**config.mk**
```make
export PLATFORM = sky130hd
export DESIGN_NAME = tz_strip_seq
export DESIGN_NICKNAME = d
export VERILOG_FILES = /design/src/rtl/eccop_tzs_pkg.sv /design/src/rtl/tz_step.sv /design/src/rtl/tz_strip_seq.sv
export SDC_FILE = /design/constraint.sdc
export NUM_CORES = 1
export LEC_CHECK = 0
export CELL_PAD_IN_SITES_DETAIL_PLACEMENT = 1
export CELL_PAD_IN_SITES_GLOBAL_PLACEMENT = 2
export CORE_UTILIZATION = 40
export CTS_CLUSTER_SIZE = 16
export DETAILED_ROUTE_END_ITERATION = 12
export DONT_BUFFER_PORTS = 1
export PLACE_DENSITY = 0.83
export SKIP_LAST_GASP = 1
export SLEW_MARGIN = 0
export SYNTH_ARGS = -nofsm -noshare
export SYNTH_HDL_FRONTEND = slang
export SYNTH_SLANG_ARGS = --single-unit
export TNS_END_PERCENT = 50
```
**constraint.sdc**
```tcl
create_clock -name clk -period 4.5 [get_ports clk]
set_clock_uncertainty 0.15 [all_clocks]
set_input_delay 0.45 -clock clk [delete_from_list [all_inputs] [get_ports clk]]
set_output_delay 0.45 -clock clk [all_outputs]
set_load 0.05 [all_outputs]
```
**src/rtl/eccop_tzs_pkg.sv**
```systemverilog
`default_nettype none
// ============================================================================
// Module   : eccop_tzs_pkg
// Purpose  : Shared state encoding and width helpers for the trailing-zero
//            stripper.
// Revision : 1.0 - initial release
// ============================================================================
package eccop_tzs_pkg;

  typedef enum logic [1:0] {
    TZS_IDLE  = 2'd0,
    TZS_SHIFT = 2'd1,
    TZS_DONE  = 2'd2
  } tzs_state_t;

  function automatic int tzs_width(input int width_log2);
    return 1 << width_log2;
  endfunction

  function automatic int tzs_step(input int step_log2);
    return 1 << step_log2;
  endfunction

  function automatic int tzs_cnt_w(input int width_log2);
    return width_log2 + 1;
  endfunction

endpackage
`default_nettype wire

```
**src/rtl/tz_step.sv**
```systemverilog
`default_nettype none
// ============================================================================
// Module   : tz_step
// Purpose  : Combinational trailing-zero count of an S-bit slice, saturating
//            at S when the slice is all zeros.
// Revision : 1.0 - initial release
// ============================================================================
module tz_step
  import eccop_tzs_pkg::*;
#(
  parameter int P_STEP_LOG2 = 4
) (
  input  logic [tzs_step(P_STEP_LOG2)-1:0] i_d,
  output logic [P_STEP_LOG2:0]             o_t
);

  localparam int c_s  = tzs_step(P_STEP_LOG2);
  localparam int c_tw = P_STEP_LOG2 + 1;

  // Scan from the top down so the lowest set bit wins.
  always_comb begin
    o_t = c_tw'(c_s);
    for (int i = c_s - 1; i >= 0; i--) begin
      if (i_d[i]) o_t = c_tw'(i);
    end
  end

endmodule
`default_nettype wire

```
**src/rtl/tz_strip_seq.sv**
```systemverilog
`default_nettype none
// ============================================================================
// Module   : tz_strip_seq
// Purpose  : Multi-cycle trailing-zero stripper, at most S bits per cycle.
//            Optional shift limit port enabled by macro TZS_SHIFT_LIMIT_EN.
// Revision : 1.0 - initial release
// ============================================================================
module tz_strip_seq
  import eccop_tzs_pkg::*;
#(
  parameter int P_WIDTH_LOG2 = 8,
  parameter int P_STEP_LOG2  = 4
) (
  input  logic                           clk,
  input  logic                           rst,
  input  logic                           in_valid,
  output logic                           in_ready,
  input  logic [(1<<P_WIDTH_LOG2)-1:0]   in_d,
`ifdef TZS_SHIFT_LIMIT_EN
  input  logic [P_WIDTH_LOG2:0]          in_lim,
`endif
  output logic                           out_valid,
  input  logic                           out_ready,
  output logic [(1<<P_WIDTH_LOG2)-1:0]   out_d,
  output logic [P_WIDTH_LOG2:0]          out_c,
  output logic                           out_zero
);

  localparam int c_w  = tzs_width(P_WIDTH_LOG2);
  localparam int c_s  = tzs_step(P_STEP_LOG2);
  localparam int c_cw = tzs_cnt_w(P_WIDTH_LOG2);
  localparam logic [c_cw-1:0] c_w_cnt = c_cw'(c_w);
  localparam logic [c_cw-1:0] c_s_cnt = c_cw'(c_s);

  tzs_state_t        r_state, w_state_nxt;
  logic [c_w-1:0]    r_d, w_d_nxt, w_d_shift;
  logic [c_cw-1:0]   r_c, w_c_nxt, w_c_add, w_tl, w_zero_cnt;
  logic              r_zero, w_zero_nxt, w_step_done, w_lim_zero;
  logic [P_STEP_LOG2:0] w_t;

  tz_step #(.P_STEP_LOG2(P_STEP_LOG2)) u_step (
    .i_d (r_d[c_s-1:0]),
    .o_t (w_t)
  );

`ifdef TZS_SHIFT_LIMIT_EN
  logic [c_cw-1:0] r_lim, w_lim_nxt, w_rem;
  // Never step past the remaining limit budget.
  assign w_rem       = r_lim - r_c;
  assign w_tl        = (c_cw'(w_t) < w_rem) ? c_cw'(w_t) : w_rem;
  assign w_step_done = (w_tl < c_s_cnt) || (w_c_add == r_lim);
  assign w_zero_cnt  = (in_lim < c_w_cnt) ? in_lim : c_w_cnt;
  assign w_lim_zero  = (in_lim == '0);
`else
  assign w_tl        = c_cw'(w_t);
  assign w_step_done = (w_tl < c_s_cnt);
  assign w_zero_cnt  = c_w_cnt;
  assign w_lim_zero  = 1'b0;
`endif

  assign w_d_shift = r_d >> w_tl;
  assign w_c_add   = r_c + w_tl;

  always_comb begin
    w_state_nxt = r_state;
    w_d_nxt     = r_d;
    w_c_nxt     = r_c;
    w_zero_nxt  = r_zero;
`ifdef TZS_SHIFT_LIMIT_EN
    w_lim_nxt   = r_lim;
`endif
    in_ready    = (r_state == TZS_IDLE) && !rst;
    out_valid   = (r_state == TZS_DONE);
    case (r_state)
      TZS_IDLE: begin
        if (in_valid && in_ready) begin
          w_d_nxt    = in_d;
          w_c_nxt    = '0;
          w_zero_nxt = (in_d == '0);
`ifdef TZS_SHIFT_LIMIT_EN
          w_lim_nxt  = in_lim;
`endif
          // A zero operand is resolved here so SHIFT always terminates.
          if (in_d == '0) begin
            w_d_nxt     = '0;
            w_c_nxt     = w_zero_cnt;
            w_state_nxt = TZS_DONE;
          end else if (in_d[0] || w_lim_zero) begin
            w_state_nxt = TZS_DONE;
          end else begin
            w_state_nxt = TZS_SHIFT;
          end
        end
      end
      TZS_SHIFT: begin
        w_d_nxt = w_d_shift;
        w_c_nxt = w_c_add;
        if (w_step_done) w_state_nxt = TZS_DONE;
      end
      TZS_DONE: begin
        if (out_ready) w_state_nxt = TZS_IDLE;
      end
      default: w_state_nxt = TZS_IDLE;
    endcase
  end

  always_ff @(posedge clk) begin
    if (rst) begin
      r_state <= TZS_IDLE;
      r_d     <= '0;
      r_c     <= '0;
      r_zero  <= 1'b0;
`ifdef TZS_SHIFT_LIMIT_EN
      r_lim   <= '0;
`endif
    end else begin
      r_state <= w_state_nxt;
      r_d     <= w_d_nxt;
      r_c     <= w_c_nxt;
      r_zero  <= w_zero_nxt;
`ifdef TZS_SHIFT_LIMIT_EN
      r_lim   <= w_lim_nxt;
`endif
    end
  end

  assign out_d    = r_d;
  assign out_c    = r_c;
  assign out_zero = r_zero;

endmodule
`default_nettype wire
```
==> flow_metrics.tcl, run 1 <==
set metrics [dict create \
    status "complete, no violations" \
    endpoint "out_d[129]$_SDFFE_PP0P_" \
    design_area_sq_um 29500 \
    ant_nets 0 \
    grt_pass1_wl_um 207400 \
    min_period_ns 4.024 \
    ys.flop_type "dfxtp_1" \
    synth_cell_types 78 \
    hold_violations 0 \
    die_area_sq_um 68340 \
    cp_max_fo 80 \
    max_slew.worst_pin.slew_ns 1.312 \
    cts_root_buf "clkbuf_16" \
    fin_tns_setup_ns 0 \
    wire_per_inst_um 37.75 \
    cts_setup_buffers 0 \
    synth_top_family_by_area "multiplexers" \
    worstRegToRegCells 13 \
    crit_required_ns 4.76 \
    power_mw 14.99 \
    timing.final.crit_share_pct 89.41 \
    synth_cells 3046 \
    fin_nets 3180 \
    vdd_drop_max_mv 0.3383 \
    first_global_vias 28690 \
    antenna_found_initial 8 \
    nFillCells 7533 \
    initial_core_util_pct 40.65 \
    cts_resized 0 \
    cp-startpoint "out_d[10]$_SDFFE_PP0P_" \
    synth_compound_area_share_pct 21.18 \
    drtIter0Drc 3267 \
    wl_um 143800 \
    rows 94 \
    synth_seq_cells 268 \
    numCtsBuffers 39 \
    grt_overflow_total 0 \
    wl_met3_um 16100 \
    cts_tree "yes" \
    die_w_um 261.4 \
    cts_hold_buf 55 \
    setup_viol 0 \
    p_leak_nw 11.34 \
    place_congestion 0.9808 \
    arrival_ns 4.28 \
    cts_buffer_depth 3 \
    max_cap_viol_count 0 \
    rsz0062_at_grt "false" \
    syn2layout_area_growth_pct 9.575 \
    vias_per_cell 7.566 \
    synth_edf_count 0 \
    power-per-cell-area_nw_per_um2 508.3 \
    drc 0 \
    drt-met1-wl_um 56170 \
    dr.pass1.iters 6 \
    hold_path_class "input pin to flip-flop" \
    synth_nets 3312 \
    final_util_pct 44.55 \
    timing.rr.end "out_d[129]$_SDFFE_PP0P_" \
    track_usage_pct 40.46 \
    synthSimpleGateAreaFrac_pct 13.93 \
    drv_slew 0 \
    cp-end-kind "flip-flop" \
    port-buffer-count 0 \
    core_sq_um 66220 \
    final_cells 3810 \
    ys_warn_count 0 \
    synthArstFlopShare_pct 0 \
    cts_max_level 2 \
    grt_max_degree 217 \
    r2r_slack_ns 0.48 \
    fin_hold_ws_ns 0.01772 \
    num_vias 28830 \
    topRoutingLayerUsed "met5" \
    synthXorXnorAreaFrac_pct 0.09761 \
    layout_setup_ws_ns 0.4765 \
    syn_avg_cell_area_sq_um 8.838 \
    place_ws_ns 0.6357 \
    dp_hpwl_um 101000 \
    muxShareOfSynthArea_pct 38.77 \
    dpl.cell_count 3682 \
    dr_wl_met2_um 64560 \
    syn_area_sq_um 26920 \
    regArea_sq_um 5365 \
    most-common-layout-cells "mux2i_1 (605), nor2_1 (279), dfxtp_1 (268)" \
    place_area_sq_um 27620 \
    critical_path_class "flip-flop to flip-flop" \
    layout_commonest_cell "mux2i_1" \
    startpoint_type "flip-flop" \
    drive_gt1_share_pct 13.73 \
    clock_latency_ns 0.59 \
    slew_headroom_pct 12.53 \
    die_y_um 261.4 \
    fmax_ghz 0.2485 \
    io_pins 528 \
    yosysSeqAreaShare_pct 19.93 \
    r2r_start "out_d[10]$_SDFFE_PP0P_" \
    clock-sinks 268 \
    clk_pin_slew_worst_paths_ns 0.06 \
    synthAdderAreaFrac_pct 0.3068 \
    multiInputGateArea_sq_um 20090 \
]
==> registers in the layout (all words and copies together) (netlist names) <==
name      flops
r_state       2
out_c         9
out_d       256
out_zero      1
==> cells in the mapped netlist (all sizes together), types with 5 or more instances <==
master  count  area, sq um
nor2b       8        50.05
mux4      155         3491
dfxtp     268         5365
mux2       79        889.6
nand2     171        644.4
or3         9        56.30
o211ai     30        230.2
a221o     132         1321
mux2i     605         6056
nor2      285         1080
buf       141        805.8
o32ai       5        43.79
a31o        5        43.80
nand4      30        187.7
a211o       7        61.31
o41a        8        90.09
clkbuf    189        709.4
o221ai     19        166.4
nand2b      5        31.28
or4         5        41.29
ha          5        62.56
o22ai      27        168.9
o21ai      76        391.6
a222oi     12        120.1
nor4       73        490.5
o221a      15        168.9
a211oi     67        508.0
a22oi      41        307.8
inv        10        40.04
a221oi     53        464.2
nand3      54        270.3
a31oi      22        137.6
a22o        7        61.31
and3       17        106.4
nor3      148        740.7
a311oi      7        61.31
a21oi     207         1044
==> cells by family (layout without fill, tap and decap cells) <==
group,Yosys count,after routing
compound gates,776,776
xor+xnor,3,3
fa+ha+maj,6,6
buf+inv,341,238
flops,268,268
mux,839,839
other cells,0,3
simple gates,813,813
==> per-layer routing <==
layer	track usage [%]	vias up
met2	63.13	1835
met4	17.36	10
li1	-	11840
met3	12.62	393
met5	0	-
met1	51.29	14750
==> how the worst min path moves through the flow <==
stage,cells past startpoint,to,from
final,2,out_d[159]$_SDFFE_PP0P_,in_d[159]
after global routing,3,out_d[143]$_SDFFE_PP0P_,in_d[143]
after CTS,2,out_d[29]$_SDFFE_PP0P_,in_d[29]
after detailed placement,1,out_zero$_SDFFE_PP0P_,rst
after global placement,1,out_d[59]$_SDFFE_PP0P_,rst
after floorplan,2,out_d[15]$_SDFFE_PP0P_,in_d[15]
==> area by class of cell <==
type / count / area share [%]
antenna: 3 / 0.02545
clock buffer: 55 / 3.894
clock inverter: 15 / 0.5048
inverter: 11 / 0.2121
multi-input combinational: 2437 / 68.10
sequential: 268 / 18.19
tap: 864 / 3.665
timing repair buffer: 157 / 5.413
==> worst max-delay path, stage by stage, from the launching register on <==
cell      delay (ns)
dfxtp_1         0.47
buf_4           0.32
nor2_1          0.08
o311ai_1        0.13
buf_4           0.21
a21oi_4         0.10
inv_16          0.37
buf_12          0.30
buf_12          0.26
mux2i_1         0.30
mux2i_1         0.27
mux4_2          0.53
a21oi_1         0.18
nor3_1          0.07
==> where the power goes <==
part / leakage, nW / total (mW) / switching (mW) / internal [mW]
clock network: 0.642 / 3.28 / 1.38 / 1.90
registers: 2.21 / 3.75 / 1.16 / 2.59
logic: 8.49 / 7.96 / 4.79 / 3.17
No activity file was read; power rests on OpenSTA's default activity.
==> inputs of run 2 (changes only) <==
CORE_UTILIZATION = 43   (was 40)
PLACE_DENSITY = 0.88   (was 0.83)
clock period = 5.1 ns   (was 4.5 ns; I/O delays follow)
==> flow_metrics.tcl, run 2 (synthesized netlist as in run 1, its figures left out) <==
set metrics [dict create \
    fin_tns_setup_ns 0 \
    path_cells "buf_4, or4_1, o211ai_4, buf_12, buf_4, nand2_1, a221oi_1, a211oi_1" \
    drc 0 \
    die_w_um 252.2 \
    drtIter0Drc 3539 \
    rsz0062_at_grt "false" \
    cp-end-kind "flip-flop" \
    pwr-share-seq_pct 25.2 \
    hold_path_class "input pin to flip-flop" \
    fmax_ghz 0.2165 \
    grt_pass1_wl_um 204400 \
    wl_um 140700 \
    min_to "out_d[215]$_SDFFE_PP0P_" \
    power_mw 13.18 \
    clock-sinks 268 \
    cts_buffer_depth 3 \
    ant_nets 0 \
    timing.final.crit_share_pct 90.58 \
    startpoint_type "flip-flop" \
    cp_max_fo 143 \
    crit_path_top_delay_cell "or4_1" \
    clock_latency_ns 0.61 \
    vdd_drop_max_mv 0.3194 \
    drv_slew 0 \
    slew_headroom_pct 17.13 \
    max_cap_viol_count 0 \
    multiInputGateArea_sq_um 20090 \
    numCtsBuffers 38 \
    setup_viol 0 \
    hold_start "in_d[215]" \
    critPathBufInv 3 \
    place_congestion 1.010 \
    power-per-cell-area_nw_per_um2 454.6 \
    num_vias 28860 \
    layout_commonest_cell "mux2i_1" \
    cts_max_level 2 \
    grt_max_degree 215 \
    first_global_vias 28830 \
    p_leak_nw 11.12 \
    r2r_slack_ns 0.48 \
    grt_overflow_total 0 \
    crit_family "buffers and inverters" \
    cts_tree "yes" \
    rows 91 \
    core_sq_um 61830 \
    internal_power_mw 6.807 \
    syn2layout_area_growth_pct 7.716 \
    timing.rr.end "out_d[165]$_SDFFE_PP0P_" \
    combPwrFrac_pct 52.0 \
    max_stage_delay_ns 0.78 \
    track_usage_pct 42.66 \
    most-common-layout-cells "mux2i_1 (605), nor2_1 (279), dfxtp_1 (268)" \
    clk_pin_slew_worst_paths_ns 0.06 \
    hold_violations 0 \
    p_clk_share_pct 22.8 \
    max_slew.worst_pin.slew_ns 1.243 \
    fin_nets 3132 \
    crit_top_cell "buf_4" \
    vias_per_cell 7.730 \
    arrival_ns 4.89 \
    cts_resized 0 \
    cts_root_buf "clkbuf_16" \
    die_y_um 252.2 \
    regArea_sq_um 5365 \
    dr.pass1.iters 6 \
    largest_reg_flops 256 \
    critical_path_class "flip-flop to flip-flop" \
    io_pins 528 \
    min_path_cells 2 \
    initial_core_util_pct 43.54 \
    netSwitchingPower_mw 6.375 \
    drive_gt1_share_pct 13.30 \
    antenna_found_initial 7 \
    dp_hpwl_um 98600 \
    min_period_ns 4.620 \
    r2r_start "out_d[14]$_SDFFE_PP0P_" \
    nFillCells 7056 \
    crit_required_ns 5.37 \
    status "complete, no violations" \
    worstRegToRegCells 8 \
    port-buffer-count 0 \
    swShare_pct 48.36 \
    wire_per_inst_um 37.69 \
    die_area_sq_um 63610 \
]
[run 2: cell count changes in the layout (fill, tap and decap cells not counted), sizes merged]
cell / change
buf: -16
clkinvlp: -2
dlygate4sd3: -31
bufinv: +4
diode: -2
inv: +1
clkinv: -4
[run 2: cell type report]
type | count | area share [%]
well taps | 837 | 3.612
repair buffers | 110 | 3.763
inverters | 11 | 0.2157
clock buffers | 55 | 3.780
diodes | 1 | 0.008630
flip-flops and latches | 268 | 18.50
clock inverters | 14 | 0.8242
multi-input cells | 2437 | 69.29
[run 2: stage by stage]
| stage | worst slack (ns) | instances | cell area [sq um] | utilization (%) | hold slack [ns] |
|---|---|---|---|---|---|
| global placement | 0.8489 | 3639 | 27400 | 44.32 | 0.4127 |
| finish | 0.4804 | 3733 | 29000 | 46.90 | 0.001548 |
| global route | 0.5401 | 3732 | 28990 | 46.90 | 0.005230 |
| floorplan | 0.9762 | 3046 | 26920 | - | 0.4845 |
| detailed placement | 0.8032 | 3639 | 27400 | 44.32 | 0.4510 |
| CTS | 0.7459 | 3731 | 28980 | 46.88 | 0.001136 |
[run 2: metal layers]
metal,GRT usage [%],vias up,wire length [um]
met4,20.85,12,7534
met2,63.98,1974,61480
met1,54.14,14700,54580
li1,-,11730,-
met5,0,-,86
met3,15.12,440,17030
[run 2: power by group through the flow]
stage	Sequential, mW	Combinational (mW)	Clock (mW)
after detailed placement	3.33	6.58	0
after CTS	3.29	6.68	3.01
after floorplan	3.15	5.01	0
final	3.32	6.86	3.01
after global routing	3.32	7.15	3.09
after global placement	3.33	6.47	0
[run 2: worst max path at each step]
| stage | start | end | slack [ns] | cells after the start |
|---|---|---|---|---|
| after floorplan | out_d[10]$_SDFFE_PP0P_ | out_c[8]$_SDFFE_PP0P_ | 0.98 | 18 |
| after global placement | out_d[14]$_SDFFE_PP0P_ | out_d[194]$_SDFFE_PP0P_ | 0.85 | 9 |
| after detailed placement | out_d[14]$_SDFFE_PP0P_ | out_d[194]$_SDFFE_PP0P_ | 0.80 | 9 |
| after CTS | out_d[14]$_SDFFE_PP0P_ | out_d[194]$_SDFFE_PP0P_ | 0.75 | 9 |
| after global routing | out_d[6]$_SDFFE_PP0P_ | out_d[31]$_SDFFE_PP0P_ | 0.54 | 10 |
| final | out_d[14]$_SDFFE_PP0P_ | out_d[165]$_SDFFE_PP0P_ | 0.48 | 8 |
[run 2: repair_timing]
item | CTS | global route
setup endpoints to repair | 0 | 0
endpoints found under the hold margin | 225 | 1
buffers inserted | 0 | 0
hold buffers | 23 | 1
[run 2: worst reg2reg max path, delay by kind of cell, from the launching register on]
kind | cells | cell delay [ns]
DFF | 1 | 0.34
buffers and inverters | 3 | 1.91
AOI/OAI and AO/OA | 3 | 0.92
and+or+nand+nor | 2 | 1.12
